`src/rtl/matrix_pkg.sv`:
```
// Shared types and dimensions for the LED matrix scan driver.
package matrix_pkg;

    localparam int MATRIX_ROWS = 8;
    localparam int MATRIX_COLS = 16;
    localparam int BRIGHT_W    = 4;

    typedef enum logic [1:0] {
        ST_IDLE,
        ST_BLANK,
        ST_ON,
        ST_OFF
    } scan_state_e;

    // Phase of a row slot at counter value cnt for duty level lvl.
    function automatic scan_state_e slot_phase(input int cnt, input int lvl,
                                               input int blank_cyc, input int step_cyc);
        if (cnt < blank_cyc) return ST_BLANK;
        if (cnt < blank_cyc + (lvl + 1) * step_cyc) return ST_ON;
        return ST_OFF;
    endfunction

endpackage

```
`src/rtl/matrix_slot_timer.sv`:
```
// Slot counter and row index for the matrix scan; frame_end flags that the
// coming cycle is the last cycle of a frame so the caller can register it.
module matrix_slot_timer
    import matrix_pkg::*;
#(
    parameter int STEP_CYC  = 64,
    parameter int BLANK_CYC = 16,
    localparam int SLOT     = BLANK_CYC + 16 * STEP_CYC,
    localparam int CNT_W    = $clog2(SLOT),
    localparam int RI_W     = $clog2(MATRIX_ROWS)
) (
    input  logic            clock,
    input  logic            reset,
    input  logic            run,
    output logic [RI_W-1:0] ri,
    output logic [CNT_W-1:0] cnt_next,
    output logic [RI_W-1:0] ri_next,
    output logic            slot_start,
    output logic            slot_end,
    output logic            frame_end
);

    logic [CNT_W-1:0] cnt_q, cnt_d;
    logic [RI_W-1:0]  ri_q, ri_d;

    assign slot_start = (cnt_q == '0);
    assign slot_end   = (cnt_q == CNT_W'(SLOT - 1));

    always_comb begin
        cnt_d = cnt_q;
        ri_d  = ri_q;
        if (!run) begin
            cnt_d = '0;
            ri_d  = '0;
        end else if (slot_end) begin
            cnt_d = '0;
            ri_d  = ri_q + 1'b1;
        end else begin
            cnt_d = cnt_q + 1'b1;
        end
    end

    always_ff @(posedge clock) begin
        if (!reset) begin
            cnt_q <= '0;
            ri_q  <= '0;
        end else begin
            cnt_q <= cnt_d;
            ri_q  <= ri_d;
        end
    end

    assign ri        = ri_q;
    assign cnt_next  = cnt_d;
    assign ri_next   = ri_d;
    assign frame_end = (cnt_d == CNT_W'(SLOT - 1)) && (ri_d == RI_W'(MATRIX_ROWS - 1));

endmodule

```
`src/rtl/matrix_scan_driver.sv`:
```
// Row-multiplexed LED matrix driver with blanking and frame snapshot.
// Define MATRIX_SCAN_PWM_EN to enable per-slot brightness control.
module matrix_scan_driver
    import matrix_pkg::*;
#(
    parameter int STEP_CYC  = 64,
    parameter int BLANK_CYC = 16
) (
    input  logic                               clock,
    input  logic                               reset,
    input  logic                               enable,
    input  logic [MATRIX_ROWS*MATRIX_COLS-1:0] rows,
    input  logic [BRIGHT_W-1:0]                brightness,
    output logic [MATRIX_ROWS-1:0]             row_sel,
    output logic [MATRIX_COLS-1:0]             col_data,
    output logic                               frame_tick
);

    localparam int SLOT  = BLANK_CYC + 16 * STEP_CYC;
    localparam int CNT_W = $clog2(SLOT);
    localparam int RI_W  = $clog2(MATRIX_ROWS);

    scan_state_e state_q, state_d;
    logic [MATRIX_ROWS*MATRIX_COLS-1:0] snapshot_q, snapshot_d;
    logic [MATRIX_ROWS-1:0] row_sel_q, row_sel_d;
    logic [MATRIX_COLS-1:0] col_data_q, col_data_d;
    logic                   frame_tick_q, frame_tick_d;

    logic             running, run;
    logic [RI_W-1:0]  ri_q, ri_next;
    logic [CNT_W-1:0] cnt_next;
    logic             slot_start, slot_end, frame_end;
    logic [BRIGHT_W-1:0] lvl_eff;

    assign running = (state_q != ST_IDLE);
    assign run     = running && enable;

    matrix_slot_timer #(
        .STEP_CYC (STEP_CYC),
        .BLANK_CYC(BLANK_CYC)
    ) u_timer (
        .clock     (clock),
        .reset     (reset),
        .run       (run),
        .ri        (ri_q),
        .cnt_next  (cnt_next),
        .ri_next   (ri_next),
        .slot_start(slot_start),
        .slot_end  (slot_end),
        .frame_end (frame_end)
    );

`ifdef MATRIX_SCAN_PWM_EN
    logic [BRIGHT_W-1:0] lvl_q, lvl_d;

    // The level for the coming cycle must already see the value captured at cnt=0.
    assign lvl_d   = (running && slot_start) ? brightness : lvl_q;
    assign lvl_eff = lvl_d;

    always_ff @(posedge clock) begin
        if (!reset) lvl_q <= '0;
        else        lvl_q <= lvl_d;
    end
`else
    logic brightness_unused;
    assign brightness_unused = ^brightness;
    assign lvl_eff = '1;
`endif

    // Outputs are registered from the next-state decision so they line up with state_q.
    always_comb begin
        state_d      = state_q;
        snapshot_d   = snapshot_q;
        row_sel_d    = '0;
        col_data_d   = '0;
        frame_tick_d = frame_end;

        if (running && slot_start && ri_q == '0) snapshot_d = rows;

        if (!enable)                  state_d = ST_IDLE;
        else if (!running || slot_end) state_d = ST_BLANK;
        else state_d = slot_phase(int'(cnt_next), int'(lvl_eff), BLANK_CYC, STEP_CYC);

        if (state_d == ST_ON) begin
            row_sel_d  = MATRIX_ROWS'(1) << ri_next;
            col_data_d = snapshot_d[ri_next*MATRIX_COLS +: MATRIX_COLS];
        end
    end

    // NOTE: the snapshot is a plain register bank, so it is cleared on reset like every other flop.
    always_ff @(posedge clock) begin
        if (!reset) begin
            state_q      <= ST_IDLE;
            snapshot_q   <= '0;
            row_sel_q    <= '0;
            col_data_q   <= '0;
            frame_tick_q <= 1'b0;
        end else begin
            state_q      <= state_d;
            snapshot_q   <= snapshot_d;
            row_sel_q    <= row_sel_d;
            col_data_q   <= col_data_d;
            frame_tick_q <= frame_tick_d;
        end
    end

    assign row_sel    = row_sel_q;
    assign col_data   = col_data_q;
    assign frame_tick = frame_tick_q;

endmodule

```
`config.mk`:
```
export PLATFORM = sky130hd
export DESIGN_NAME = matrix_scan_driver
export DESIGN_NICKNAME = d
export VERILOG_FILES = /design/src/rtl/matrix_pkg.sv /design/src/rtl/matrix_slot_timer.sv /design/src/rtl/matrix_scan_driver.sv
export SDC_FILE = /design/constraint.sdc
export NUM_CORES = 1
export LEC_CHECK = 0
export ABC_AREA = 1
export BUFFER_PORTS_ARGS = -buffer_cell sky130_fd_sc_hd__buf_2
export CAP_MARGIN = 20
export CORE_ASPECT_RATIO = 0.9
export CORE_MARGIN = 2
export CORE_UTILIZATION = 55
export DETAILED_ROUTE_END_ITERATION = 12
export GPL_ROUTABILITY_DRIVEN = 0
export GPL_TIMING_DRIVEN = 0
export PLACE_DENSITY = 0.92
export SLEW_MARGIN = 30
export SYNTH_ARGS = -nofsm -noshare
export SYNTH_HDL_FRONTEND = slang
export SYNTH_SLANG_ARGS = --single-unit
```
`constraint.sdc`:
```
create_clock -name clock -period 3.7 [get_ports clock]
set_input_delay 0.185 -clock clock [delete_from_list [all_inputs] [get_ports clock]]
set_output_delay 0.185 -clock clock [all_outputs]
set_load 0.005 [all_outputs]
```
=== Yosys cells after proc, flatten, opt, wreduce, memory -nomap -nowiden ===
Index checks and enable logic that the tools add are counted.
W data, S select, Z words.

* Register bits: 169
* Latch bits: 0
* Bits in writable memories: 0
* Memory bits (read-only): 0
* Bits of input ports: 135
* Output and inout bits: 25
* Word-level logic and storage cells: 45
* Memories: 0

* Add/subtract/negate cells: 2
* Multipliers: 0
* Divide/modulo/power cells: 0
* Magnitude comparators: 2
* Equal/unequal tests: 4
* Shifts and indexed selects: 2
* Mux-type cells: 18
* Bitwise gates (word level): 0
* Reductions and logical operators: 10

{| class="wikitable"
|+ Operators by type and width
! cell !! number
|-
| $mux W128 || 1
|-
| $shiftx A128 B8 Y16 || 1
|-
| $eq A11 B11 Y1 const B || 2
|-
| $mux W11 || 2
|-
| $mux W2 || 6
|-
| $add A11 B1 Y11 const B || 1
|-
| $logic_not A11 Y1 || 1
|-
| $lt A11 B11 Y1 const B || 1
|-
| $lt A11 B5 Y1 const B || 1
|-
| $shl A1 B3 Y8 const A || 1
|-
| $mux W1 || 7
|-
| $mux W3 || 2
|-
| $logic_and A1 B1 Y1 || 4
|-
| $add A3 B1 Y3 const B || 1
|-
| $eq A3 B3 Y1 const B || 1
|-
| $logic_not A3 Y1 || 1
|-
| $eq A2 B2 Y1 const B || 1
|-
| $reduce_and A2 Y1 || 1
|-
| $reduce_bool A2 Y1 || 1
|-
| $logic_not A1 Y1 || 1
|-
| $logic_or A1 B1 Y1 || 1
|}

=== Logic depth before layout (Yosys ltp) ===
* Depth in word-level cells: 16
* Mapped depth: 15

=== Hierarchy ===
From an unflattened synthesis, not the netlist that was laid out.

* Cell total of the unflattened synthesis: 1445
* Area total of the unflattened synthesis: 9131.3 µm²

{| class="wikitable"
|+ By module, submodules not included
! module !! instances !! cells each !! area an instance (µm²) !! sequential area each (µm²)
|-
| matrix_scan_driver || 1 || 1299 || 8164.1 || 3103.0
|-
| matrix_slot_timer || 1 || 146 || 967.2 || 280.3
|}

=== Worst setup path before layout ===
No wires, ideal clock.

* Path type: register -> register
* Start point: register u_timer.cnt_q[0]
* End point: register col_data_q[10] (netlist: col_data[10])
* Library setup time: 0.113 ns
* Arrival: 1.774 ns
* Data required time: 3.587 ns
* Slack: 1.813 ns
* Stages on the path, launching flop included: 12
* Period minus slack after synthesis: 1.887 ns
* Cells stage by stage: dfxtp_1 -> ha_1 -> nand3_2 -> nor2_2 -> nand2_2 -> o21ai_1 -> nand2_1 -> nor2_2 -> inv_2 -> buf_6 -> nand3_1 -> nand2_1

* Word-level cells in the longest chain between the ends: 14
* Elaborated cells between the ends (all ways): 28
* Those cells by class: 1 x add/sub; 2 x order compare; 2 x eq/ne; 1 x shift; 17 x mux; 5 x reduce/logical

{| class="wikitable"
|+ Ends and longest elaborated chain
! element !! RTL line !! RTL
|-
| start: declaration || matrix_slot_timer.sv:23 || <nowiki>logic [CNT_W-1:0] cnt_q, cnt_d;</nowiki>
|-
| start signal: assignment || matrix_slot_timer.sv:48 || <nowiki>cnt_q <= cnt_d;</nowiki>
|-
| $add A11 B1 Y11 or $eq A11 B11 Y1 (tied branches) || matrix_slot_timer.sv:39, matrix_slot_timer.sv:27 ||
|-
| $mux W11 || matrix_slot_timer.sv:35 || <nowiki>end else if (slot_end) begin</nowiki>
|-
| $mux W11 || matrix_slot_timer.sv:32 || <nowiki>if (!run) begin</nowiki>
|-
| $lt A11 B11 Y1 || matrix_pkg.sv:19 || <nowiki>if (cnt < blank_cyc + (lvl + 1) * step_cyc) return ST_ON;</nowiki>
|-
| $mux W1 (2 in a row) || matrix_pkg.sv:19 ||
|-
| $mux W1 || matrix_scan_driver.sv:81 || <nowiki>else if (!running || slot_end) state_d = ST_BLANK;</nowiki>
|-
| $mux W1 || matrix_scan_driver.sv:80 || <nowiki>if (!enable) state_d = ST_IDLE;</nowiki>
|-
| $mux W2 || matrix_pkg.sv:20 || <nowiki>return ST_OFF;</nowiki>
|-
| $mux W2 || matrix_pkg.sv:19 ||
|-
| $mux W2 || matrix_scan_driver.sv:81 ||
|-
| $mux W2 || matrix_scan_driver.sv:80 ||
|-
| $eq A2 B2 Y1 || matrix_scan_driver.sv:84 || <nowiki>if (state_d == ST_ON) begin</nowiki>
|-
| $reduce_and A2 Y1 (no source line) || - ||
|-
| end signal: assignment || matrix_scan_driver.sv:102 || <nowiki>col_data_q <= col_data_d;</nowiki>
|-
| end: declaration || matrix_scan_driver.sv:26 || <nowiki>logic [MATRIX_COLS-1:0] col_data_q, col_data_d;</nowiki>
|}

Parallel ways exist; a longest one is shown, timed or not. The select of a mux whose other input is x is not followed.
A chain may end at the register's enable or synchronous reset.

=== Final worst setup path ===
* Start point: register u_timer.cnt_q[0]
* End point: register col_data_q[4] (netlist: col_data[4])

The elaborated chain is that of the path after synthesis.

==> load_flow_metrics.sql <==
INSERT INTO impl_metrics (metric_group, metric, value, unit) VALUES
('clock_tree', 'cts_root_buffer', 'sky130_fd_sc_hd__clkbuf_16', ''),
('synthesis', 'synth.yosys.seq_area_share', '0.419', ''),
('global_route', 'grt.total_usage', '0.305', ''),
('sta', 'fmax', '0.401', 'GHz'),
('synthesis', 'synthesis.yosys.warnings', '0', ''),
('sta', 'rsz0062_at_grt', 'false', ''),
('power', 'finalPower', '0.00427', 'W'),
('route', 'post-route-drc-count', '0', ''),
('synthesis', 'syn_nets', '1390', ''),
('clock_tree', 'clkSlewWorstSetupHoldPaths', '0.07', 'ns'),
('clock_tree', 'number_of_hold_buffers_added_after_cts', '1', ''),
('layout', 'num-fill-cells', '1200', ''),
('layout', 'register_area', '0.00338', 'mm²'),
('global_route', 'antenna_found_initial', '0', ''),
('clock_tree', 'cts-htree-levels', '4', ''),
('layout', 'nets', '1565', ''),
('power', 'pwr-share-seq', '0.446', ''),
('power', 'power.switching', '0.00108', 'W'),
('synthesis', 'synthDistinctLibCells', '27', ''),
('sta', 'setup_viol_count_final', '0', ''),
('outcome', 'status', 'complete, no violations', ''),
('synthesis', 'syn_area', '0.00808', 'mm²'),
('sta', 'final.setup_skew', '0.0131', 'ns'),
('floorplanning', 'effective_utilization_at_floorplan', '0.555', ''),
('global_route', 'largest_net_degree_at_the_start_of_global_routing', '17', ''),
('layout', 'drive_above_1_share', '0.184', ''),
('power', 'p_int', '0.00319', 'W'),
('clock_tree', 'cts_max_path_buffers', '2', ''),
('layout', 'insertedDiodeCount', '0', ''),
('layout', 'multi_input_combinational_cell_area', '0.00415', 'mm²'),
('route', 'detailedRoute.firstIterationViolations', '866', ''),
('setup_path', 'crit_path_max_fanout', '10', ''),
('sta', 'finalCritPeriodShare', '0.674', ''),
('route', 'wire_per_inst', '14.5', 'µm'),
('route', 'dr_total_vias', '8846', ''),
('global_route', 'global_route_wire_length_before_repair', '37900', 'µm'),
('floorplanning', 'die_area', '0.0157', 'mm²'),
('route', 'drtPass1Iterations', '6', ''),
('route', 'ant_nets', '0', ''),
('sta', 'setup-tns-final', '0', 'ns'),
('clock_tree', 'clk-insertion-delay-late', '0.44', 'ns'),
('setup_path', 'criticalPathCategory', 'reg -> reg', ''),
('route', 'totalWireLength', '23700', 'µm'),
('sta', 'final_period_minus_worst_setup_slack', '2.49', 'ns'),
('clock_tree', 'cts.sink_count', '169', ''),
('floorplanning', 'design.core.area', '0.0146', 'mm²'),
('clock_tree', 'cts_made_buffers', '17', ''),
('floorplanning', 'floorplan.die.height', '119', 'µm'),
('synthesis', 'netlist_instances', '1251', ''),
('place', 'post-place-ws', '1.32', 'ns'),
('clock_tree', 'post_cts_resized', '0', ''),
('job', 'cap_violations', '0', ''),
('sta', 'hold_viol_final', '0', ''),
('worst_hold_path', 'hold_path_class', 'in -> reg', ''),
('power', 'comb_power_share', '0.100', ''),
('synthesis', 'synth-seq-cells', '169', ''),
('floorplanning', 'fp.dieW', '132', 'µm'),
('sta', 'slew_viol_final', '0', ''),
('setup_path', 'critical_path_arrival', '2.87', 'ns'),
('sta', 'worst_relative_slew_slack', '0.595', ''),
('power', 'p_sw_frac', '0.252', ''),
('setup_path', 'critical_path_startpoint_category', 'flop', ''),
('global_route', 'grt.overflow.total', '0', ''),
('setup_path', 'end_kind', 'flop', ''),
('clock_tree', 'postCtsSetupRepairBufs', '0', ''),
('floorplanning', 'std_cell_rows', '42', ''),
('sta', 'tightestPinTransition', '0.608', 'ns'),
('floorplanning', 'ports_placed_on_the_boundary', '160', ''),
('setup_path', 'critPathRequiredTime', '4.08', 'ns'),
('place', 'dp_hpwl', '17300', 'µm'),
('global_route', 'number_of_global_route_vias_before_repair', '7958', ''),
('power', 'clockPowerShare', '0.453', ''),
('power', 'power.ir.vdd_worst', '0.381', 'mV'),
('clock_tree', 'cts_tree', 'yes', ''),
('place', 'portBuffers', '155', ''),
('layout', 'area_added_between_synthesis_and_finish', '20.7', '%'),
('route', 'via_per_inst', '5.40', ''),
('synthesis', 'syn_area_per_cell', '6.46', 'µm²'),
('power', 'power.density', '437', 'mW/mm²'),
('power', 'leakage', '5.12', 'nW'),
('sta', 'finalWorstSetupSlack', '1.21', 'ns');
## power by group through the flow
stage	sequential, W	clock (W)	combinational (W)
finish	0.00190	0.00193	0.000428
global route	0.00191	0.00200	0.000479
CTS	0.00190	0.00193	0.000419
detailed placement	0.00194	0	0.000411
global placement	0.00194	0	0.000402
floorplan	0.00194	0	0.000258
## final cells by class
cell class / instances / share of cell area
timing repair buffer: 156 / 0.0806
buffer: 83 / 0.0455
sequential: 169 / 0.347
clock inverter: 15 / 0.0218
tap: 198 / 0.0254
multi-input combinational: 970 / 0.425
clock buffer: 17 / 0.0436
inverter: 29 / 0.0112
## metal layers
metal | up-vias | global-route usage | wire (µm)
li1 | 4355 | - | -
met1 | 3926 | 0.393 | 9770
met2 | 496 | 0.505 | 10800
met3 | 69 | 0.0558 | 2400
met4 | 0 | 0.128 | 809
met5 | - | 0 | 0
## critical path: stages, from the launching register on
cell	delay, ns
sky130_fd_sc_hd__dfxtp_1	0.35
sky130_fd_sc_hd__inv_1	0.07
sky130_fd_sc_hd__ha_1	0.15
sky130_fd_sc_hd__nand2_1	0.06
sky130_fd_sc_hd__nor3_1	0.35
sky130_fd_sc_hd__buf_2	0.42
sky130_fd_sc_hd__buf_2	0.27
sky130_fd_sc_hd__nand3_1	0.15
sky130_fd_sc_hd__nand2_1	0.12
sky130_fd_sc_hd__nand2_1	0.06
sky130_fd_sc_hd__nand2_1	0.09
sky130_fd_sc_hd__nand2_1	0.08
sky130_fd_sc_hd__nand2_1	0.09
sky130_fd_sc_hd__nand3_1	0.09
sky130_fd_sc_hd__nand2_1	0.11
## sequential cells by signal (all words and copies together), names as in the netlist
name,cells
col_data,16
state_q,2
row_sel,8
snapshot_q,128
u_timer.ri,3
frame_tick,1
u_timer.cnt_q,11
## cells in the final DEF, fill, tap and decap left out, types with 3 or more instances in the layout
cell / synthesis / layout
sky130_fd_sc_hd__a21oi_1: 129 / 129
sky130_fd_sc_hd__buf_1: 3 / 3
sky130_fd_sc_hd__buf_2: 52 / 207
sky130_fd_sc_hd__buf_4: 4 / 4
sky130_fd_sc_hd__buf_6: 7 / 7
sky130_fd_sc_hd__bufinv_16: 0 / 4
sky130_fd_sc_hd__clkbuf_1: 17 / 17
sky130_fd_sc_hd__clkbuf_16: 0 / 17
sky130_fd_sc_hd__dfxtp_1: 169 / 169
sky130_fd_sc_hd__ha_1: 4 / 4
sky130_fd_sc_hd__inv_1: 27 / 27
sky130_fd_sc_hd__inv_6: 0 / 5
sky130_fd_sc_hd__nand2_1: 596 / 596
sky130_fd_sc_hd__nand2_2: 3 / 3
sky130_fd_sc_hd__nand3_1: 175 / 175
sky130_fd_sc_hd__nand3_2: 3 / 3
sky130_fd_sc_hd__nor2_1: 41 / 41
sky130_fd_sc_hd__nor2_2: 4 / 4
sky130_fd_sc_hd__nor3_1: 3 / 3
## cells by family (layout without fill, tap and decap cells)
family                   after synthesis  in the layout  share of synthesized area
AND/OR/NAND/NOR                      830            830                      0.420
flip-flops                           169            169                      0.419
AO/OA/AOI/OAI                        134            134                     0.0842
buffers and inverters                112            300                     0.0684
adder cells (fa/ha/maj)                4              4                    0.00619
XOR/XNOR                               2              2                    0.00217
## metrics by stage
stage	hold slack, ns	area, µm²	util	instances
CTS	0.00938	9750	0.670	1637
global placement	0.446	9100	0.625	1604
floorplan	0.301	8080	-	1251
finish	0.0148	9750	0.670	1637
detailed placement	0.438	9100	0.625	1604
global route	0.0118	9750	0.670	1637
## synthesized netlist by cell type
cell	number	area share
sky130_fd_sc_hd__nor2_1	41	0.019
sky130_fd_sc_hd__xnor2_1	1	0.0011
sky130_fd_sc_hd__buf_2	52	0.032
sky130_fd_sc_hd__nor2_2	4	0.0031
sky130_fd_sc_hd__o21bai_1	1	0.00093
sky130_fd_sc_hd__nor3_1	3	0.0019
sky130_fd_sc_hd__a21oi_1	129	0.080
sky130_fd_sc_hd__ha_1	4	0.0062
sky130_fd_sc_hd__inv_1	27	0.013
sky130_fd_sc_hd__buf_6	7	0.0098
sky130_fd_sc_hd__o21ai_1	1	0.00062
sky130_fd_sc_hd__o21ai_0	1	0.00062
sky130_fd_sc_hd__nand4_1	2	0.0015
sky130_fd_sc_hd__o2111ai_1	1	0.0011
sky130_fd_sc_hd__nand3_2	3	0.0037
sky130_fd_sc_hd__nand2_1	596	0.28
sky130_fd_sc_hd__nand2_2	3	0.0023
sky130_fd_sc_hd__nand3_1	175	0.11
sky130_fd_sc_hd__xor2_1	1	0.0011
sky130_fd_sc_hd__nor4_1	1	0.00077
sky130_fd_sc_hd__o21ai_2	1	0.0011
sky130_fd_sc_hd__buf_1	3	0.0014
sky130_fd_sc_hd__dfxtp_1	169	0.42
sky130_fd_sc_hd__clkbuf_1	17	0.0079
sky130_fd_sc_hd__inv_2	2	0.00093
sky130_fd_sc_hd__nor2_4	2	0.0028
sky130_fd_sc_hd__buf_4	4	0.0037
## path summary, 6_finish.rpt
check	start	endpoint	slack, ns	cells past startpoint
setup / recovery	u_timer.cnt_q[0]$_SDFF_PN0_	col_data[4]$_SDFF_PN0_	1.21	14
hold / removal	reset	state_q[0]$_SDFF_PN0_	0.01	3
setup reg to reg	u_timer.cnt_q[0]$_SDFF_PN0_	col_data[4]$_SDFF_PN0_	1.21	14
hold reg to reg	snapshot_q[64]$_SDFF_PN0_	snapshot_q[64]$_SDFF_PN0_	0.47	2
No activity file was read; power rests on OpenSTA's default activity.
